[config.mk]
export PLATFORM = sky130hd
export DESIGN_NAME = fetch_ctrl
export DESIGN_NICKNAME = d
export VERILOG_FILES = /design/src/rtl/fetch_ctrl.sv
export SDC_FILE = /design/constraint.sdc
export NUM_CORES = 1
export LEC_CHECK = 0
export CORE_MARGIN = 5
export CORE_UTILIZATION = 38
export DETAILED_ROUTE_END_ITERATION = 12
export PLACE_DENSITY = 0.72
export RECOVER_POWER = 50
export SLEW_MARGIN = 20
export SYNTH_ARGS = -nofsm -noshare
export SYNTH_HDL_FRONTEND = slang
export SYNTH_SLANG_ARGS = --single-unit
[constraint.sdc]
create_clock -name clk -period 4.1 [get_ports clk]
set_clock_uncertainty 0.15 [all_clocks]
set_input_delay 0.615 -clock clk [delete_from_list [all_inputs] [get_ports clk]]
set_output_delay 0.615 -clock clk [all_outputs]
set_load 0.01 [all_outputs]
[src/rtl/fetch_ctrl.sv]
// IF-stage fetch sequencer: picks the next PC, gates the PC register write
// and holds one redirect while instruction memory is still busy.
module fetch_ctrl #(
    parameter logic [29:0] START_ADDR = 30'h0000BFF,
    parameter logic [29:0] TRAP_ADDR  = 30'h0000C00
) (
    input  logic        clk,
    input  logic        reset,
    input  logic [29:0] pc,
    output logic [29:0] npc,
    output logic        pc_write,
    output logic        imem_req,
    input  logic        imem_ready,
    input  logic        stall,
    input  logic        br_taken,
    input  logic [29:0] br_target,
    input  logic        trap,
    input  logic        eret,
    input  logic        halt,
    output logic [29:0] epc,
    output logic        flush,
    output logic [31:0] fetch_count,
    output logic [1:0]  o_dbg_state
);

    // Handshake: imem_req is the request valid and imem_ready completes it in
    // the same cycle; while imem_req=1 and imem_ready=0 the address (pc) is held.

    typedef enum logic [1:0] {
        S_BOOT   = 2'd0,
        S_FETCH  = 2'd1,
        S_WAIT   = 2'd2,
        S_HALTED = 2'd3
    } state_t;

    localparam logic [1:0] P_NONE = 2'd0;
    localparam logic [1:0] P_BR   = 2'd1;
    localparam logic [1:0] P_ERET = 2'd2;
    localparam logic [1:0] P_TRAP = 2'd3;

    state_t      r_state;
    state_t      w_state_nxt;

    logic        r_pend_vld;
    logic [1:0]  r_pend_prio;
    logic [29:0] r_pend_tgt;
    logic        r_halt_req;
    logic [29:0] r_epc;
    logic [31:0] r_fetch_count;

    logic        w_active;
    logic [1:0]  w_live_prio;
    logic [29:0] w_live_tgt;
    logic [1:0]  w_pend_prio;
    logic        w_use_live;
    logic [1:0]  w_win_prio;
    logic [29:0] w_win_tgt;
    logic        w_redirect;
    logic        w_halt_req;
    logic        w_latch;

    assign w_active = (r_state == S_FETCH) || (r_state == S_WAIT);

    // Live request priority: trap > eret > branch.
    assign w_live_prio = trap     ? P_TRAP :
                         eret     ? P_ERET :
                         br_taken ? P_BR   : P_NONE;
    assign w_live_tgt  = trap ? TRAP_ADDR :
                         eret ? r_epc     : br_target;

    // A live request only overrides a held one if strictly more urgent.
    assign w_pend_prio = r_pend_vld ? r_pend_prio : P_NONE;
    assign w_use_live  = (w_live_prio > w_pend_prio);
    assign w_win_prio  = w_use_live ? w_live_prio : w_pend_prio;
    assign w_win_tgt   = w_use_live ? w_live_tgt  : r_pend_tgt;
    assign w_redirect  = (w_win_prio != P_NONE);
    assign w_halt_req  = halt || r_halt_req;

    assign w_latch = w_active && !imem_ready && (w_live_prio != P_NONE) &&
                     (w_live_prio >= w_pend_prio);

    always_ff @(posedge clk) begin
        if (!reset) begin
            r_state <= S_BOOT;
        end else begin
            r_state <= w_state_nxt;
        end
    end

    always_comb begin
        w_state_nxt = r_state;
        pc_write    = 1'b0;
        npc         = pc;
        imem_req    = 1'b0;
        flush       = 1'b0;
        case (r_state)
            S_BOOT: begin
                npc         = START_ADDR;
                w_state_nxt = S_FETCH;
            end
            S_FETCH, S_WAIT: begin
                imem_req = 1'b1;
                flush    = (w_live_prio != P_NONE);
                if (imem_ready) begin
                    if (w_redirect) begin
                        pc_write = 1'b1;
                        npc      = w_win_tgt;
                    end else if (!stall) begin
                        pc_write = 1'b1;
                        npc      = pc + 30'd1;
                    end
                end
                // A stalled completed fetch leaves nothing outstanding to finish.
                if (w_halt_req && (pc_write || (imem_ready && stall))) begin
                    w_state_nxt = S_HALTED;
                end else if (imem_ready) begin
                    w_state_nxt = S_FETCH;
                end else begin
                    w_state_nxt = S_WAIT;
                end
            end
            S_HALTED: begin
                w_state_nxt = S_HALTED;
            end
            default: begin
                w_state_nxt = S_BOOT;
            end
        endcase
    end

    always_ff @(posedge clk) begin
        if (!reset) begin
            r_pend_vld    <= 1'b0;
            r_pend_prio   <= P_NONE;
            r_pend_tgt    <= '0;
            r_halt_req    <= 1'b0;
            r_epc         <= START_ADDR;
            r_fetch_count <= '0;
        end else begin
            if (pc_write) begin
                r_fetch_count <= r_fetch_count + 32'd1;
                r_pend_vld    <= 1'b0;
                if (w_redirect && (w_win_prio == P_TRAP)) begin
                    r_epc <= pc;
                end
            end else if (w_latch) begin
                r_pend_vld  <= 1'b1;
                r_pend_prio <= w_live_prio;
                r_pend_tgt  <= w_live_tgt;
            end
            if (halt && (r_state != S_HALTED)) begin
                r_halt_req <= 1'b1;
            end
        end
    end

    assign epc         = r_epc;
    assign fetch_count = r_fetch_count;
    assign o_dbg_state = r_state;

endmodule

==> results of run 1 <==
[kinds of logic after synthesis]
group	count (synthesis)	share of synthesized area
DFF	98	0.3124
adders and majority gates	7	0.01394
AOI/OAI and AO/OA	184	0.2010
buffers and inverters	75	0.05358
and+or+nand+nor	323	0.2548
muxes	89	0.1434
xor gates and xnor gates	15	0.02092
[power by group through the flow]
stage	combinational [mW]	sequential (mW)	clock (mW)
after CTS	0.758	1.01	1.01
after detailed placement	0.746	1.03	0
after floorplan	0.367	1.03	0
after global placement	0.742	1.03	0
after global routing	0.812	1.01	1.05
final	0.760	1.01	0.993
[critical path, delay by kind of cell]
| family | cells | cell delay, ns |
|---|---|---|
| compound gates | 2 | 0.30 |
| fa+ha+maj | 1 | 0.18 |
| simple gates | 5 | 1.12 |
| buf+inv | 2 | 1.03 |
[flip-flops by register name, indices dropped and copies added, names as in the netlist]
register and cells:
o_dbg_state 2, r_halt_req 1, r_pend_vld 1, fetch_count 32, r_pend_prio 2, epc 30
r_pend_tgt 30
[routing by layer]
layer	vias to the layer above	global-route usage	wire [µm]
met5	-	0	0
met2	284	0.3412	9670
met4	0	0.08008	577
met1	3268	0.3030	9939
met3	52	0.05034	1628
li1	3271	-	-
[worst min path at each step]
stage	depth (start not counted)	slack (ns)	endpoint
after floorplan	2	0.28	r_pend_tgt[0]$_SDFFE_PN0P_
after global placement	2	0.29	r_pend_tgt[7]$_SDFFE_PN0P_
after detailed placement	2	0.30	r_pend_tgt[23]$_SDFFE_PN0P_
after CTS	2	0.31	r_pend_tgt[23]$_SDFFE_PN0P_
after global routing	2	0.32	r_pend_tgt[23]$_SDFFE_PN0P_
final	2	0.31	r_pend_tgt[25]$_SDFFE_PN0P_
[final cells by class]
type	count	area share
clock buffer	10	0.02548
clock inverter	6	0.01267
inverter	19	0.007938
multi-input combinational	619	0.4527
sequential	98	0.2184
tap	220	0.03064
timing repair buffer	234	0.2522
[through the flow]
| stage | cell area, µm² | std cells | hold slack (ns) | power (mW) | util |
|---|---|---|---|---|---|
| 2_1_floorplan | 6281 | 791 | 0.2838 | 1.397 | - |
| 3_3_place_gp | 8443 | 1181 | 0.2902 | 1.769 | 0.5146 |
| 3_5_place_dp | 8443 | 1181 | 0.2962 | 1.773 | 0.5146 |
| 4_1_cts | 8877 | 1204 | 0.3059 | 2.773 | 0.5411 |
| 5_1_grt | 8985 | 1206 | 0.3178 | 2.872 | 0.5476 |
| 6_report | 8985 | 1206 | 0.3050 | 2.759 | 0.5476 |
[Yosys cell counts (all sizes together) (10+ instances only)]
library cell and n:
clkbuf 29, mux2i 81, o31ai 18, or3 12, inv 19, nor2 77, nand2 121, a221o 11
buf 27, dfxtp 98, nand4 23, a21oi 71, or4 18, and3 10, o21ai 23, nand3 27
[what timing repair did]
item / CTS / global route
resized for setup: 19 / 32
setup endpoints to repair: 25 / 28
pin swaps: 1 / 5
gates cloned: 2 / 0
buffers inserted: 5 / 2
==> results.md, run 1 <==
* Die X at about 140 µm
* Endpoints failing hold at 0
* Leakage at around 3.6 nW
* Fmax achieved at ~250 MHz
* Min Tclk post-route at 4.004 ns
* Num rows at 47
* Post-synth EDFFs at 0
* Syn-to-layout area delta at 43.05%
* Mapped Nets at between 800 and 900
* Synth area leader: dfxtp_1
* Clock network power share at 0.360
* Synth Area per Inst at 7.941 µm²
* Post-Place Setup Slack at -0.1323 ns
* Vias in the first global route at between 6000 and 7000
* Synth Flop Type: dfxtp_1
* First-pass GRT wire length at around 35000 µm
* Synth cell types at slightly below 80
* Initial core utilization at 0.3828
* Hold path start: r_pend_tgt[25]$_SDFFE_PN0P_
* Final Setup Violations at 0
* Worst path max stage delay at roughly 0.55 ns
* Setup tns final at 0 ns
* Synthesized flop and latch total at 98
* Ant. Diodes at 0
* Share of cells above drive strength 1 at 0.1329
* RSZ-0062 raised after global routing: false
* Die Ht at about 140 µm
* Critical Path RT at 3.34 ns
* Gpl congestion at ~0.90
* Via count at between 6000 and 7000
* Clock Tree Buf Depth at 2
* R2r endpoint: epc[24]$_SDFFE_PN0P_
* Critical path destination: npc[21]
* Routed Antenna Nets at 0
* Commonest non-fill, non-tap cells in the layout: 119 x nand2_1, 98 x dfxtp_1, 80 x mux2i_1
* Area contributors post-synth: dfxtp_1 31%, mux2i_1 13%, nand2_1 7.1%
* Clock-pin slew on the worst setup and hold paths at about 0.070 ns
* GRT Total Usage at 0.2210
* Internal Power at about 1.9 mW
* Synth Instances at ~790
* Crit Path Class: in2out
* Clock Sink Count at slightly below 100
* DP HPWL at 15400 µm
* H-tree depth at 3
* Drt drc at 0
* CP Launch Point: br_taken
* Power share of the combinational group at 0.276
* I/O pins at ~170
* Fillers at between 1500 and 2000
* Max Slew Vio Count at 84
* Worst-Margin Slew at 1.836 ns
* Skew-Pair Late Insertion Delay at about 0.35 ns
* Sw frac at 0.2933
* Post-synth top area share at 0.3124
* Remaining Overflow, GRT at 0
* Critical path capture point type: output port
* Iter 0 DRT Violations at between 500 and 600
* Initial antenna violation count at 0
* Sequential Power Share at 0.365
* Port-buffer cells at between 150 and 200
* Routed WL at 21820 µm
* Switching power at 0.8092 mW
* First-pass DRT Iterations at 5
* Flop2flop setup slack at approximately 1.2 ns
* Sequential fraction of the synthesis area at 0.3124
* Worst hold path class: reg2reg
* CTS tree: built
* Crit path max fanout at 5
* Launching point of the worst reg2reg path: r_pend_vld$_SDFFE_PP0P_
* Ratio of total power to cell area at between 300 and 400 nW/µm²
* Relative slew slack at -0.2240
* CP max-delay cell: clkdlybuf4s50_1
* Status: finished with violations
* VDD IR max at 0.2494 mV
* CP dominant cell by count: clkdlybuf4s50_1
* Multi-input gate area at slightly above 4000 µm²
* CTS Hold Bufs at 0
* Most common cell after layout, fill and taps aside: nand2_1
* Period utilization at 0.9765
* Core area at about 16000 µm²
* Wire per inst at about 18 µm
* Reg2reg path depth at 10
* Element type at the critical path start: input port
* Crit-path cells: clkdlybuf4s50_1, nor2b_4, nor2_4, ha_4, o21bai_4, and4_4, o21ai_2, or4_1, nand3b_1, clkdlybuf4s50_1
* Max-cap violations at 1
* Largest net degree at the start of global routing at 84
* FF+latch area at around 2000 µm²
* Clock buffer count from CTS at 9
* Setup WS post-layout at 0.09635 ns
* Die area at about 19000 µm²
* Failing checks: capacitance limit, slew limit
* Final nets at between 1000 and 1500
* Synth async-reset ratio at 0
* Mapped cell area at approximately 6300 µm²
* Vias per inst at around 5.7
* CP arrival at approximately 3.2 ns
* Clock root cell: clkbuf_16
* Ys Warns at 0
No activity file was read; power rests on OpenSTA's default activity.
==> run 2, diff against run 1 <==
--- a/config.mk
+++ b/config.mk
@@ -5,11 +5,14 @@
 export SDC_FILE = /design/constraint.sdc
 export NUM_CORES = 1
 export LEC_CHECK = 0
+export CAP_MARGIN = 40
 export CORE_MARGIN = 5
 export CORE_UTILIZATION = 38
 export DETAILED_ROUTE_END_ITERATION = 12
+export MAX_ROUTING_LAYER = met4
 export PLACE_DENSITY = 0.72
 export RECOVER_POWER = 50
+export SETUP_SLACK_MARGIN = 0.02
 export SLEW_MARGIN = 20
 export SYNTH_ARGS = -nofsm -noshare
 export SYNTH_HDL_FRONTEND = slang
==> results.md, run 2 (same netlist as run 1, synthesis figures left out) <==
* CTS tree: built
* CP max-delay cell: clkdlybuf4s50_1
* Syn-to-layout area delta at 43.47%
* Clock Sink Count at 98
* Wire per inst at between 15 and 20 µm
* VDD IR max at roughly 0.22 mV
* First-pass GRT wire length at 35180 µm
* Flop2flop setup slack at 1.16 ns
* CP arrival at 3.22 ns
* WHS Path Cells at 2
* Commonest non-fill, non-tap cells in the layout: 118 x nand2_1, 98 x dfxtp_1, 80 x mux2i_1
* Die area at 19200 µm²
* Largest net degree at the start of global routing at 49
* Failing checks: capacitance limit, slew limit
* Min Tclk post-route at approximately 4 ns
* Via count at 6810
* H-tree depth at 3
* Worst hold path class: reg2reg
* Status: finished with violations
* Max Slew Vio Count at 37
* Iter 0 DRT Violations at roughly 580
* Final nets at between 1000 and 1500
* CP Launch Point: br_taken
* Clock-pin slew on the worst setup and hold paths at 0.06 ns
* Critical path capture point type: output port
* Die X at 138.6 µm
* Relative slew slack at -0.1111
* Port-buffer cells at ~160
* Gpl congestion at 0.9451
* Clock buffer count from CTS at 9
* Fmax achieved at 251.0 MHz
* Launching point of the worst reg2reg path: r_pend_vld$_SDFFE_PP0P_
* Endpoints failing hold at 0
* Worst hold endpoint: r_pend_tgt[5]$_SDFFE_PN0P_
* Drt drc at 0
* Vias in the first global route at about 6500
* First-pass DRT Iterations at 6
* I/O pins at 165
* Clock root cell: clkbuf_16
* RSZ-0062 raised after global routing: false
* Final Non-Filler Cells at around 1200
* Remaining Overflow, GRT at 0
* Fin util at 0.5492
* Crit path max fanout at 11
* Most common cell after layout, fill and taps aside: nand2_1
* Max reg flops at 32
* Critical Path RT at ~3.3 ns
* Final Setup Violations at 0
* Routed WL at between 20000 and 25000 µm
* Clock Tree Buf Depth at 2
* DP HPWL at between 15000 and 20000 µm
* Worst path max stage delay at 0.57 ns
* Vias per inst at roughly 5.6
* Share of cells above drive strength 1 at 0.1431
* Routed Antenna Nets at 0
* Max-cap violations at 1
* GRT Total Usage at 0.2273
* Period utilization at 0.9717
* Worst-Margin Slew at 1.667 ns
* Num rows at 47
* Setup tns final at 0 ns
* Post-Place Cells at 1186
* Hold path start: r_pend_tgt[5]$_SDFFE_PN0P_
* R2r endpoint: fetch_count[28]$_SDFFE_PN0P_
* Die Ht at roughly 140 µm
* Core area at 16410 µm²
* Crit Path Class: in2out
* Crit-path cells: clkdlybuf4s50_1, nor2b_4, nor2_2, ha_2, o21ba_2, nor2_4, bufbuf_16, nand2_1, a31oi_1, a21bo_1, clkdlybuf4s50_1
* CP dominant cell by count: clkdlybuf4s50_1
* Initial antenna violation count at 1
* Ratio of total power to cell area at ~300 nW/µm²
* Top Family by Delay on Critical Path: buffers and inverters
* Element type at the critical path start: input port
* Reg2reg path depth at 9
* Buffer and inverter count on the worst path at 3
* Leakage at ~3.6 nW
* Skew-Pair Late Insertion Delay at between 0.3 and 0.4 ns
* Initial core utilization at 0.3828
* Min Hold Slack at a little over 0.3 ns
## run 2: changes by cell type in the layout (fill, tap and decap cells not counted), moves of 2 or more
cell             previous run  this run
buf_4                      61        65
clkbuf_2                    1         4
dlymetal6s2s_1             16        13
bufinv_16                   3         1
clkbuf_8                    0         2
clkdlybuf4s50_1            70        72
clkinv_4                    0         2
clkinvlp_4                  2         0
dlygate4sd2_1              10        12
dlygate4sd3_1              67        65
## run 2: routing by layer
metal | global-route usage | vias up | wire (µm)
met5 | - | - | 0
met4 | 0.07384 | 0 | 380
met3 | 0.04483 | 27 | 1489
met2 | 0.3425 | 268 | 9928
met1 | 0.3071 | 3229 | 10150
li1 | - | 3286 | -
## run 2: area by class of cell
cell class	count	area (µm²)
diodes	1	2.502
clock buffers	11	252.7
clock inverters	5	61.31
fillers	1531	7396
inverters	19	71.32
multi-input cells	619	4100
flip-flops and latches	98	1962
well taps	220	275.3
repair buffers	240	2286
## run 2: through the flow
step | power [mW] | area, µm² | setup slack, ns
CTS | 2.682 | 8935 | 0.02062
floorplan | 1.397 | 6281 | 0.6693
detailed placement | 1.776 | 8481 | -0.1313
finish | 2.671 | 9011 | 0.1160
global placement | 1.770 | 8461 | -0.1407
global route | 2.777 | 9011 | 0.007057
## run 2: worst max-delay path by stage
stage	cells past startpoint	end	slack, ns
2_1_floorplan	9	npc[21]	0.67
3_3_place_gp	10	npc[25]	-0.14
3_5_place_dp	10	npc[21]	-0.13
4_1_cts	9	npc[21]	0.02
5_1_grt	12	npc[2]	0.007
6_report	11	npc[19]	0.12
## run 2: timing repair
action	CTS	global route
resized for setup	36	22
pin swaps	5	4
buffers inserted	3	5
cloned	2	0
hold buffers	0	0
endpoints found under the setup margin	25	20
## run 2: tightest hold or removal path: cells and delay by family, from the launching register on
| family | cells | cell delay [ns] |
|---|---|---|
| and+or+nand+nor | 1 | 0.05 |
| AOI/OAI and AO/OA | 1 | 0.05 |
| DFF | 1 | 0.31 |
## run 2: power by group
part | total (mW) | internal (mW) | leakage [nW] | switching [mW]
Sequential | 1.01 | 0.983 | 0.793 | 0.0228
Clock | 0.903 | 0.510 | 0.156 | 0.393
Combinational | 0.762 | 0.365 | 2.67 | 0.397
